[config.mk]
export PLATFORM = sky130hd
export DESIGN_NAME = i2c_byte_master_flat
export DESIGN_NICKNAME = d
export VERILOG_FILES = /design/src/rtl/i2c_byte_master_if.sv /design/src/rtl/i2c_byte_master.sv /design/src/flat_wrapper.sv
export SDC_FILE = /design/constraint.sdc
export NUM_CORES = 1
export LEC_CHECK = 0
export CORE_ASPECT_RATIO = 1.1
export CORE_MARGIN = 5
export CORE_UTILIZATION = 45
export DETAILED_ROUTE_END_ITERATION = 8
export PLACE_DENSITY = 0.76
export REMOVE_ABC_BUFFERS = 1
export SYNTH_ARGS = -nofsm -noshare
export SYNTH_HDL_FRONTEND = slang
export SYNTH_SLANG_ARGS = --single-unit
[constraint.sdc]
create_clock -name clk -period 3.88 [get_ports clk]
set_input_delay 0.776 -clock clk [delete_from_list [all_inputs] [get_ports clk]]
set_output_delay 0.776 -clock clk [all_outputs]
set_load 0.1 [all_outputs]
[src/rtl/i2c_byte_master_if.sv]
// Handshake and pad-control bundle for i2c_byte_master.
// master: the byte engine itself; slave: the upstream sequencer plus the pad/bus side.
interface i2c_byte_master_if;
    logic       in_valid;
    logic       in_ready;
    logic [7:0] in_data;
    logic       in_start;
    logic       in_stop;
    logic       ack_valid;
    logic       ack_nack;
    logic       busy;
    logic       scl_oe;
    logic       sda_oe;
    logic       sda_i;
    logic       scl_i;

    modport master (
        input  in_valid, in_data, in_start, in_stop, sda_i, scl_i,
        output in_ready, ack_valid, ack_nack, busy, scl_oe, sda_oe
    );

    modport slave (
        output in_valid, in_data, in_start, in_stop, sda_i, scl_i,
        input  in_ready, ack_valid, ack_nack, busy, scl_oe, sda_oe
    );
endinterface

[src/rtl/i2c_byte_master.sv]
// Byte-level I2C master: START/repeated START, 8 data bits MSB first, ACK slot, STOP or HOLD.
// Define I2C_CLK_STRETCH_EN to let a slave stretch SCL in quarter q1 (sensed on scl_i).
module i2c_byte_master #(
    parameter int unsigned CLK_DIV = 16
) (
    input  logic              clk,
    input  logic              rst,
    i2c_byte_master_if.master bus
);
    typedef enum logic [2:0] {IDLE, START, DATA, ACK, STOP, HOLD} state_t;
    localparam logic [15:0] CNT_MAX = 16'(CLK_DIV - 1);

    state_t      state, state_n;
    logic [15:0] cnt, cnt_n;
    logic [1:0]  q, q_n;
    logic [2:0]  bit_cnt, bit_cnt_n;
    logic [7:0]  shreg, shreg_n;
    logic        stop_q, stop_n;
    logic        scl_n, sda_n, ack_valid_n;
    logic        accept, tick, phase_end, hold_q1;

`ifdef I2C_CLK_STRETCH_EN
    logic [1:0] scl_hist;
    assign hold_q1 = (q == 2'd1) && (state inside {START, DATA, ACK, STOP}) && (scl_hist != 2'b11);
`else
    assign hold_q1 = 1'b0;
`endif

    assign accept    = bus.in_valid && bus.in_ready;
    assign tick      = (cnt == CNT_MAX) && !hold_q1;
    assign phase_end = tick && (q == 2'd3);

    always_comb begin
        state_n   = state;
        cnt_n     = cnt;
        q_n       = q;
        bit_cnt_n = bit_cnt;
        shreg_n   = shreg;
        stop_n    = stop_q;

        // HOLD keeps the timer running (saturated in q0) so the next phase's q0 absorbs the HOLD cycles.
        if (state != IDLE) begin
            if (tick && (state != HOLD || accept)) begin
                cnt_n = '0;
                q_n   = q + 2'd1;
            end else if (cnt != CNT_MAX) begin
                cnt_n = cnt + 16'd1;
            end
        end

        case (state)
            IDLE: if (accept) begin
                state_n   = START;
                shreg_n   = bus.in_data;
                stop_n    = bus.in_stop;
                bit_cnt_n = '0;
            end
            START: if (phase_end) begin
                state_n   = DATA;
                bit_cnt_n = '0;
            end
            DATA: if (phase_end) begin
                shreg_n = {shreg[6:0], 1'b0};
                if (bit_cnt == 3'd7) state_n = ACK;
                else bit_cnt_n = bit_cnt + 3'd1;
            end
            ACK: if (phase_end) state_n = stop_q ? STOP : HOLD;
            STOP: if (phase_end) state_n = IDLE;
            HOLD: if (accept) begin
                state_n   = bus.in_start ? START : DATA;
                shreg_n   = bus.in_data;
                stop_n    = bus.in_stop;
                bit_cnt_n = '0;
            end
            default: state_n = IDLE;
        endcase

        scl_n = 1'b0;
        sda_n = 1'b0;
        case (state_n)
            START: case (q_n)
                2'd0:    scl_n = bus.scl_oe;
                2'd2:    sda_n = 1'b1;
                2'd3:    begin scl_n = 1'b1; sda_n = 1'b1; end
                default: ;
            endcase
            DATA: begin
                scl_n = (q_n == 2'd0) || (q_n == 2'd3);
                sda_n = ~shreg_n[7];
            end
            ACK:  scl_n = (q_n == 2'd0) || (q_n == 2'd3);
            STOP: case (q_n)
                2'd0:    begin scl_n = 1'b1; sda_n = 1'b1; end
                2'd1:    sda_n = 1'b1;
                default: ;
            endcase
            HOLD: begin
                scl_n = 1'b1;
                sda_n = bus.sda_oe;
            end
            default: ;
        endcase

        ack_valid_n = (state_n == ACK) && (q_n == 2'd3) && (cnt_n == CNT_MAX);
    end

    always_ff @(posedge clk or posedge rst) begin
        if (rst) begin
            state         <= IDLE;
            cnt           <= '0;
            q             <= '0;
            bit_cnt       <= '0;
            shreg         <= '0;
            stop_q        <= 1'b0;
            bus.in_ready  <= 1'b0;
            bus.busy      <= 1'b0;
            bus.ack_valid <= 1'b0;
            bus.ack_nack  <= 1'b0;
            bus.scl_oe    <= 1'b0;
            bus.sda_oe    <= 1'b0;
`ifdef I2C_CLK_STRETCH_EN
            scl_hist      <= '0;
`endif
        end else begin
            state         <= state_n;
            cnt           <= cnt_n;
            q             <= q_n;
            bit_cnt       <= bit_cnt_n;
            shreg         <= shreg_n;
            stop_q        <= stop_n;
            bus.in_ready  <= (state_n == IDLE) || (state_n == HOLD);
            bus.busy      <= (state_n != IDLE);
            bus.ack_valid <= ack_valid_n;
            if ((state == ACK) && tick && (q == 2'd1)) bus.ack_nack <= bus.sda_i;
            bus.scl_oe    <= scl_n;
            bus.sda_oe    <= sda_n;
`ifdef I2C_CLK_STRETCH_EN
            scl_hist      <= {scl_hist[0], bus.scl_i};
`endif
        end
    end
endmodule

[src/flat_wrapper.sv]
// flat-port wrapper written by rule: the top's interface ports become plain ports
module i2c_byte_master_flat 
#(
    parameter int unsigned CLK_DIV = 16
)
  (clk, rst, bus_in_valid, bus_in_data, bus_in_start, bus_in_stop, bus_sda_i, bus_scl_i, bus_in_ready, bus_ack_valid, bus_ack_nack, bus_busy, bus_scl_oe, bus_sda_oe);
  i2c_byte_master_if bus_i ();
  input  logic clk;
  input  logic rst;
  input wire logic [$bits(bus_i.in_valid)-1:0] bus_in_valid;
  input wire logic [$bits(bus_i.in_data)-1:0] bus_in_data;
  input wire logic [$bits(bus_i.in_start)-1:0] bus_in_start;
  input wire logic [$bits(bus_i.in_stop)-1:0] bus_in_stop;
  input wire logic [$bits(bus_i.sda_i)-1:0] bus_sda_i;
  input wire logic [$bits(bus_i.scl_i)-1:0] bus_scl_i;
  output wire logic [$bits(bus_i.in_ready)-1:0] bus_in_ready;
  output wire logic [$bits(bus_i.ack_valid)-1:0] bus_ack_valid;
  output wire logic [$bits(bus_i.ack_nack)-1:0] bus_ack_nack;
  output wire logic [$bits(bus_i.busy)-1:0] bus_busy;
  output wire logic [$bits(bus_i.scl_oe)-1:0] bus_scl_oe;
  output wire logic [$bits(bus_i.sda_oe)-1:0] bus_sda_oe;
  assign bus_i.in_valid = bus_in_valid;
  assign bus_i.in_data = bus_in_data;
  assign bus_i.in_start = bus_in_start;
  assign bus_i.in_stop = bus_in_stop;
  assign bus_i.sda_i = bus_sda_i;
  assign bus_i.scl_i = bus_scl_i;
  assign bus_in_ready = bus_i.in_ready;
  assign bus_ack_valid = bus_i.ack_valid;
  assign bus_ack_nack = bus_i.ack_nack;
  assign bus_busy = bus_i.busy;
  assign bus_scl_oe = bus_i.scl_oe;
  assign bus_sda_oe = bus_i.sda_oe;
  i2c_byte_master #(.CLK_DIV(CLK_DIV)) u_core (.clk(clk), .rst(rst), .bus(bus_i));
endmodule
Word level (Yosys, flattened, before mapping). Index checks and enable logic that the tools add are counted.

Register bits after elaboration: 39. Bits of input ports: 15. Output and inout port bits: 6. Word-level logic and storage cells: 95.

$add $sub $neg: 3. Eq/ne operators: 25. Muxes and demuxes: 29. Bitwise gates (word level): 1. Reduce and logical (&&, ||, !) cells: 24.

Operators with widths (count): $mux 16 (3); $mux 3 (11); $eq 16x4->1 const B (2); $pmux 3 s6 (1); $add 16x1->16 const B (1); $mux 8 (2); $ne 16x4->1 const B (1); $pmux 8 s2 (1); $eq 3x3->1 const B (5); $eq 3x2->1 const B (4); $pmux 3 s3 (1); $reduce_bool 3->1 (3); $pmux 1 s4 (2); $reduce_or 2->1 (4); $logic_and 1x1->1 (7); $eq 2x2->1 const B (3); $eq 3x1->1 const B (2); $logic_not 3->1 (2); $mux 2 (3); $ne 2x1->1 const B (3); $reduce_and 5->1 (1); $eq 2x1->1 const B (2); $mux 1 (4); $ne 2x2->1 const B (2); other kinds (10) (12).

Depth between registers and ports, before layout. Gate-level depths: netlist of the first run.

Depth after elaboration: 9. Depth in mapped cells: 11. Depth with buffers taken out: 11.

Worst setup path before layout of the first run. Ideal clock, no wire load.

Path type: reg-to-reg. Start: register u_core.bus.in_ready. End: register u_core.bus.sda_oe. Setup time: 0.131 ns. Data arrival time: 2.771 ns. Data required time: 3.749 ns. Setup slack: 0.977 ns. Cell stages (with the launch flop): 9. Buffers on the path: 0. Clock period less this slack: 2.903 ns. Cells stage by stage: dfrtp_1 > and2_1 > o21ai_0 > a21oi_2 > mux2_2 > ha_1 > or2_2 > a221oi_1 > nor3_1.

Cells in the longest elaborated chain, start to end: 9. Elaborated cells between the ends (all ways): 24. Those cells by class: eq/ne (7); mux (10); bitwise (1); reduce/logical (6).

Ends and longest elaborated chain: start: declaration (line i2c_byte_master_if.sv:19) `output in_ready, ack_valid, ack_nack, busy, scl_oe, sda_oe`; start signal: assignment (line i2c_byte_master.sv:131) `bus.in_ready <= (state_n == IDLE) || (state_n == HOLD);`; $logic_and 1x1->1 (*) (line i2c_byte_master.sv:29) `assign accept = bus.in_valid && bus.in_ready;`; $logic_or 1x1->1 (line i2c_byte_master.sv:43) `if (tick && (state != HOLD || accept)) begin`; $logic_and 1x1->1 (line i2c_byte_master.sv:43); $mux 2 (line i2c_byte_master.sv:43); $mux 2 (line i2c_byte_master.sv:42) `if (state != IDLE) begin`; $eq 2x1->1, or another cell as far along (line i2c_byte_master.sv:92) `STOP: case (q_n)`; $reduce_or 2->1 (no line); $mux 1 (on tied branches) (line i2c_byte_master.sv:92, i2c_byte_master.sv:81); $pmux 1 s4 (line i2c_byte_master.sv:80) `case (state_n)`; end signal: assignment (line i2c_byte_master.sv:136) `bus.sda_oe <= sda_n;`; end: declaration (line i2c_byte_master_if.sv:19).

Every way passes the cells marked *; elsewhere a longest branch is shown, timed or not. The select of a mux whose other input is x is not followed. A chain may end at the register's enable or synchronous reset.

Worst setup path after layout of the first run.
Start: register u_core.cnt[0]. End: register u_core.bus.ack_valid.

Cells in the longest elaborated chain, start to end: 7. Elaborated cells between the ends (all ways): 20. Those cells by class: add/sub (1); eq/ne (5); mux (10); reduce/logical (4).

Ends and longest elaborated chain: start: declaration (line i2c_byte_master.sv:14) `logic [15:0] cnt, cnt_n;`; start signal: assignment (line i2c_byte_master.sv:126) `cnt <= cnt_n;`; $eq 16x4->1 (line i2c_byte_master.sv:30) `assign tick = (cnt == CNT_MAX) && !hold_q1;`; $logic_and 1x1->1 (line i2c_byte_master.sv:43); $mux 2 (line i2c_byte_master.sv:43); $mux 2 (line i2c_byte_master.sv:42); via u_core.q_n[1] (line i2c_byte_master.sv:15) `logic [1:0] q, q_n;`; $eq 2x2->1 (line i2c_byte_master.sv:104) `ack_valid_n = (state_n == ACK) && (q_n == 2'd3) && (cnt_n == CNT_MAX);`; $logic_and 1x1->1 (2 in a row) (line i2c_byte_master.sv:104); via u_core.ack_valid_n (line i2c_byte_master.sv:19) `logic scl_n, sda_n, ack_valid_n;`; end signal: assignment (line i2c_byte_master.sv:133) `bus.ack_valid <= ack_valid_n;`; end: declaration (line i2c_byte_master_if.sv:19).

The timed path passes the listed nets, and every way through them passes these cells.

==> run summary, run 1 <==
Fmax -> 307 MHz
Status -> finished, final reports clean
Reg2reg setup slack -> 0.62 ns
Final core utilization -> 0.529
Worst clock skew -> 0.00957 ns
Pwr Density -> 652 nW/um2
Reg-to-reg critical path startpoint -> u_core.cnt[0]
Tcrit/Tclk final -> 0.840
Layout Nets -> 280
Syn-to-layout area delta -> 13.5%
Most frequent cells in the layout -> 39 x dfrtp_1, 28 x nand2_1, 19 x clkdlybuf4s50_1
Final Wtd Congestion -> 0.900
DIE HEIGHT -> 86.0 um
Synthesis warning total -> 0
Ys async rst share -> 1.00
Setup crit start -> u_core.cnt[0]
Insertion delay to the later sink of the worst-skew pair -> 0.29 ns
Xor/xnor share of the synthesized area -> 0.0594
Total GRT Usage -> 0.159
CTS sink count -> 39
Final Hold Fails -> 0
Post-synthesis mux area share -> 0.0223
CTS buffer count -> 5
Die width -> 79.1 um
Hold WS -> 0.485 ns
Per-cell routed wire length -> 15.7 um
CTS resizes -> 0
CTS Buffer Depth -> 2
Setup crit end kind -> flip-flop
HP Start -> u_core.shreg[5]
Post-layout min period -> 3.26 ns
CTS Hold Bufs -> 0
CP top delay family -> compound AO/OA/AOI/OAI gates
Largest net degree at the start of global routing -> 40
Slowest CP cell -> dfrtp_1
DR pass1 iterations -> 4
VDD IR max -> 0.000470 V
Sequential area share after synthesis -> 0.413
Initial Utilization -> 0.466
Port Buf Inserts -> 19
Worst Path Required -> 4.07 ns
I/O pins -> 21
Antenna-violating nets left -> 0
Crit-path cells -> ha_1 -> and4bb_1 -> nand4_1 -> a21oi_2 -> mux2_2 -> inv_1 -> ha_1 -> inv_1 -> a211oi_1 -> o2111ai_1 -> nor4_2
1st-iter DRT viols -> 110
Synth Area in Compound Gates -> 0.144
EDFF count, synth -> 0
Max-slew headroom -> 0.350
Syn Area/Cell -> 9.92 um2
GR Overflow Total -> 0
CORE AREA -> 5070 um2
WP data arrival -> 3.45 ns
Synth Area in Simple Gates -> 0.270
Critical path buffers and inverters -> 2
CTS tree -> built
Hold WC Path Type -> reg -> reg
CTS H-tree depth -> 2
First-pass GRT wire length -> 8.65 mm
Avg Vias per Cell -> 5.90
Slew at the pin closest to its max-slew limit -> 0.972 ns
Initial antenna violation count -> 0
Post-synthesis cell count -> 238
Main combinational cell family by area after synthesis -> simple AND/OR/NAND/NOR gates
# DRC -> 0
Die ar. -> 6800 um2
Final setup vio count -> 0
Most common cell after layout, fill and taps aside -> dfrtp_1
Critical path type -> reg -> reg
Vias -> 1,853
Crit Path Max Fanout -> 7
Final setup TNS -> 0 ns
Diodes inserted -> 0
Post-DP HPWL -> 3.58 mm
RSZ-0062 raised after global routing -> no
Share of cells above drive strength 1 -> 0.125
WL final -> 4.94 mm
Adder-cell share of the synthesized area -> 0.0477
Yosys reg bits -> 39
Post-synth cell types -> 60
Top FF cell, synth -> dfrtp_1
CTS root buffer -> clkbuf_8
Vias in the first global route -> 1,785
LEAKAGE -> 1.16 nW
Postcts setup bufs -> 0
Max-Cap Viols -> 0
Synthesized cell area -> 2360 um2
Crit-path max cell delay -> 0.43 ns
Site row count -> 27
Startpoint Class -> flip-flop
Clk slew on worst S/H paths -> 0.07 ns
Slew Limit Fails -> 0
## flip-flops by register name (all words and copies together), names as in the netlist, 2 cells and up
register and flops:
u_core.state 3, u_core.shreg 8, u_core.bit_cnt 3, u_core.q 2, u_core.cnt 16
## where the power goes
group          internal, mW  switching, mW  total [mW]
sequential            0.525          0.144       0.669
clock                 0.188          0.132       0.320
combinational         0.300          0.456       0.756
## area by class of cell
type,instances,area [um2]
inverter,11,41.3
clock inverter,1,30.0
fill,471,2390
sequential,39,976
multi-input combinational,178,1280
tap,58,72.6
timing repair buffer,21,205
clock buffer,6,72.6
## cell families (layout without fill, tap and decap cells)
group	after synthesis	after routing
AO/OA/AOI/OAI	44	44
adder cells (fa/ha/maj)	9	9
XOR/XNOR	16	16
multiplexers	5	5
buffers and inverters	21	39
AND/OR/NAND/NOR	104	104
flip-flops	39	39
## per-layer routing
layer	vias up	track usage	share of wire
met1	891	0.218	0.44
li1	910	-	-
met2	46	0.240	0.49
met5	-	0	0
met4	0	0.0594	0.013
met3	6	0.0399	0.060
## tightest hold or removal path: stages (launching register included)
cell and delay, ns:
dfrtp_1 0.34, nand2_1 0.05, nand2_1 0.06
## final timing paths
check,endpoint,cells after the start
max reg2reg,u_core.bus.ack_valid,11
min reg2reg,u_core.shreg[5],2
max,u_core.bus.ack_valid,11
max in group asynchronous,u_core.cnt[4],3
min,u_core.shreg[5],2
min in group asynchronous,u_core.bus.sda_oe,3
## through the flow
stage	setup slack (ns)	power [mW]	area, um2	std cells
4_1_cts	0.617	1.76	2680	314
6_report	0.621	1.75	2680	314
3_5_place_dp	0.375	1.43	2580	307
5_1_grt	0.366	1.88	2680	314
2_1_floorplan	0.977	1.23	2300	228
3_3_place_gp	0.451	1.41	2580	307
## synthesized netlist by cell type, types with 3 or more instances
cell type,number,share of area
a21oi_2,3,0.011
buf_2,4,0.0085
dfrtp_1,39,0.41
xor2_1,8,0.030
nand3_1,9,0.019
nand2_1,28,0.045
nor2_1,9,0.014
o21ai_1,3,0.0064
nor3_1,9,0.019
mux2i_1,3,0.013
ha_1,9,0.048
and3_1,5,0.013
buf_4,3,0.0095
nand4_1,4,0.011
o21ai_0,3,0.0064
a21oi_1,4,0.0085
or3_1,4,0.011
or2_2,4,0.011
a211oi_1,4,0.013
and2_1,3,0.0079
nor4_1,6,0.016
a22oi_1,9,0.029
xnor2_1,8,0.030
inv_1,10,0.016
No activity file was read; power rests on OpenSTA's default activity.
==> inputs of run 2 (changes only) <==
--- a/config.mk
+++ b/config.mk
@@ -9,7 +9,7 @@
 export CORE_MARGIN = 5
 export CORE_UTILIZATION = 45
 export DETAILED_ROUTE_END_ITERATION = 8
-export PLACE_DENSITY = 0.76
+export PLACE_DENSITY = 0.78
 export REMOVE_ABC_BUFFERS = 1
 export SYNTH_ARGS = -nofsm -noshare
 export SYNTH_HDL_FRONTEND = slang
==> constraint.sdc (replaced) <==
create_clock -name clk -period 2.8 [get_ports clk]
set_input_delay 0.56 -clock clk [delete_from_list [all_inputs] [get_ports clk]]
set_output_delay 0.56 -clock clk [all_outputs]
set_load 0.1 [all_outputs]
==> run 2 against run 1 <==
Against the previous run: sequential cell count is the same; worst hold slack improved by 0.0015 ns; non-clock buffer count is 20 higher; clock power grew 22%; first-iteration DRC count shrank 28%; register-to-register slack lost 0.44 ns; die area stayed put; combinational power grew 65%; highest routed layer unchanged.
==> run summary, run 2 (synthesis results as in run 1) <==
Status -> finished, final reports clean
1st-iter DRT viols -> 79 (-28%)
Final Wtd Congestion -> 0.895 (-0.50%)
Vias -> 1,948 (+5.1%)
Hold WC Path Type -> reg -> reg
Placement Setup Slack -> -0.211 ns (-0.586 ns)
Hold EP -> u_core.shreg[5]
Crit-path max cell delay -> 0.47 ns (+0.04 ns)
Register area -> 977 um2 (+0.13%)
Avg Vias per Cell -> 5.83 (-1.2%)
Site row count -> 27 (unchanged)
Most frequent cells in the layout -> 38 x dfrtp_1, 28 x nand2_1, 28 x buf_4
CTS Hold Bufs -> 0 (unchanged)
GR Overflow Total -> 0 (unchanged)
WL final -> 5.26 mm (+6.5%)
Cell count after placement -> 326 (+6.2%)
CP top delay family -> compound AO/OA/AOI/OAI gates
Crit-path cells -> clkdlybuf4s50_1 -> and2_1 -> o21ai_0 -> a21oi_2 -> mux2_2 -> inv_1 -> ha_1 -> inv_1 -> a211oi_2 -> o2111ai_2 -> nor4_2
Hold depth -> 2 (unchanged)
Multi-input gate area -> 1290 um2 (+0.88%)
Final Hold Fails -> 0 (unchanged)
CORE AREA -> 5070 um2 (unchanged)
Largest registers -> u_core.cnt x16, u_core.shreg x8
Die width -> 79.1 um (unchanged)
Post-layout min period -> 2.63 ns
Largest Register -> u_core.cnt
Final setup vio count -> 0 (unchanged)
CTS sink count -> 39 (unchanged)
Most common cell after layout, fill and taps aside -> dfrtp_1
DP Area -> 2700 um2 (+5.0%)
Slowest CP cell -> clkdlybuf4s50_1
Number of fill cells in the layout -> 466 (-1.1%)
Post-DP HPWL -> 3.89 mm (+8.7%)
Max-slew headroom -> 0.564 (+0.214)
Crit Path Max Fanout -> 3 (-4)
Initial Utilization -> 0.466 (unchanged)
Hold WS -> 0.487 ns (+0.00146 ns)
Startpoint Class -> input pin
Vias in the first global route -> 1,976 (+11%)
R2r worst-path depth -> 11 (unchanged)
VDD IR max -> 0.000751 V (+60%)
Worst Path Required -> 3.00 ns (-1.07 ns)
Final worst setup slack -> 0.172 ns (-0.449 ns)
Critical Path Most Common Cell -> inv_1
Per-cell routed wire length -> 15.7 um (about the same)
HP Start -> u_core.shreg[5]
Pwr Density -> 892 nW/um2 (+37%)
Tcrit/Tclk final -> 0.939
Diodes inserted -> 0 (unchanged)
Pwr Total -> 2.51 mW (+44%)
Max-Cap Viols -> 0 (unchanged)
Final setup TNS -> 0 ns (unchanged)
Antenna-violating nets left -> 0 (unchanged)
First-pass GRT wire length -> 9.19 mm (+6.2%)
Clk slew on worst S/H paths -> 0.08 ns (about the same)
Combinational Power Share -> 0.497 (+0.064)
CTS Buffer Depth -> 2 (unchanged)
Max reg flops -> 16 (unchanged)
Die ar. -> 6800 um2 (unchanged)
Critical path buffers and inverters -> 3 (+1)
Setup crit end kind -> flip-flop
Final std cells w/o fill -> 334 (+6.4%)
I/O pins -> 21 (unchanged)
DR pass1 iterations -> 4 (unchanged)
Slew Limit Fails -> 0 (unchanged)
Slew at the pin closest to its max-slew limit -> 0.648 ns (-0.325 ns)
Total GRT Usage -> 0.171 (+0.0129)
Reg2reg setup slack -> 0.18 ns (-0.44 ns)
# DRC -> 0 (unchanged)
Sw Pwr -> 1.07 mW (+46%)
DIE HEIGHT -> 86.0 um (unchanged)
Setup crit start -> bus_in_valid
CTS H-tree depth -> 2 (unchanged)
Initial antenna violation count -> 0 (unchanged)
Reg-to-reg critical path startpoint -> u_core.cnt[0]
CTS root buffer -> clkbuf_8
RR Endpoint -> u_core.bus.ack_valid
Critical path type -> in -> reg
Final core utilization -> 0.555 (+0.0262)
Share of cells above drive strength 1 -> 0.228 (+0.103)
Sequential share of power -> 0.348 (-0.035)
Sw Share -> 0.426 (+0.00636)
LEAKAGE -> 1.26 nW (+8.8%)
Largest net degree at the start of global routing -> 40 (unchanged)
CTS buffer count -> 5 (unchanged)
Internal -> 1.44 mW (+42%)
Post-route cell area -> 2810 um2 (+5.0%)
Insertion delay to the later sink of the worst-skew pair -> 0.30 ns (about the same)
Layout Nets -> 300 (+7.1%)
Syn-to-layout area delta -> 19.1%
Worst clock skew -> 0.0131 ns (+0.00352 ns)
Fmax -> 380 MHz
Port Buf Inserts -> 19 (unchanged)
Clock power share -> 0.156 (-0.027)
CTS tree -> built
WP data arrival -> 2.83 ns (-0.62 ns)
## run 2: cell types whose count changed in the layout (fill, tap and decap cells not counted), sizes merged
| cell | change |
|---|---|
| clkdlybuf4s50 | -6 |
| clkinv | +1 |
| bufinv | -1 |
| buf | +26 |
## run 2: worst max-delay path by stage
stage                           endpoint  slack (ns)  cells after the start
finish              u_core.bus.ack_valid        0.17                     11
global route        u_core.bus.ack_valid       -0.06                     11
CTS                 u_core.bus.ack_valid        0.04                     11
detailed placement  u_core.bus.ack_valid       -0.21                     11
global placement    u_core.bus.ack_valid       -0.11                     11
floorplan              u_core.bus.sda_oe       -0.10                      8
## run 2: final cells by class
cell class,instances,area share
multi-input combinational,178,0.460
sequential,39,0.348
timing repair buffer,41,0.121
clock buffer,6,0.0294
tap,58,0.0258
inverter,11,0.0147
clock inverter,1,0.00178
## run 2: power groups by stage
stage	combinational, mW	sequential [mW]	clock (mW)
global route	1.38	0.893	0.425
CTS	1.21	0.870	0.403
detailed placement	1.21	0.878	0
floorplan	0.649	1.06	0
finish	1.25	0.872	0.390
global placement	1.18	0.869	0
## run 2: routing by layer
layer,share of wire,global-route usage,up-vias
met3,0.030,0.0368,16
met2,0.49,0.270,37
met5,0,0,-
li1,-,-,944
met4,0.031,0.103,0
met1,0.45,0.214,951
## run 2: worst reg2reg max path, stage by stage (launching register included)
cell and delay [ns]:
dfrtp_2 0.41, ha_1 0.18, and4bb_2 0.27, nand4_1 0.16
a21oi_2 0.18, mux2_2 0.38, inv_1 0.09, ha_1 0.17
inv_1 0.08, a211oi_2 0.23, o2111ai_2 0.19, nor4_2 0.18
## run 2: repair_timing
action,in CTS,in global routing
setup endpoints to repair,0,1
setup buffers,0,1
gates resized for setup,0,4
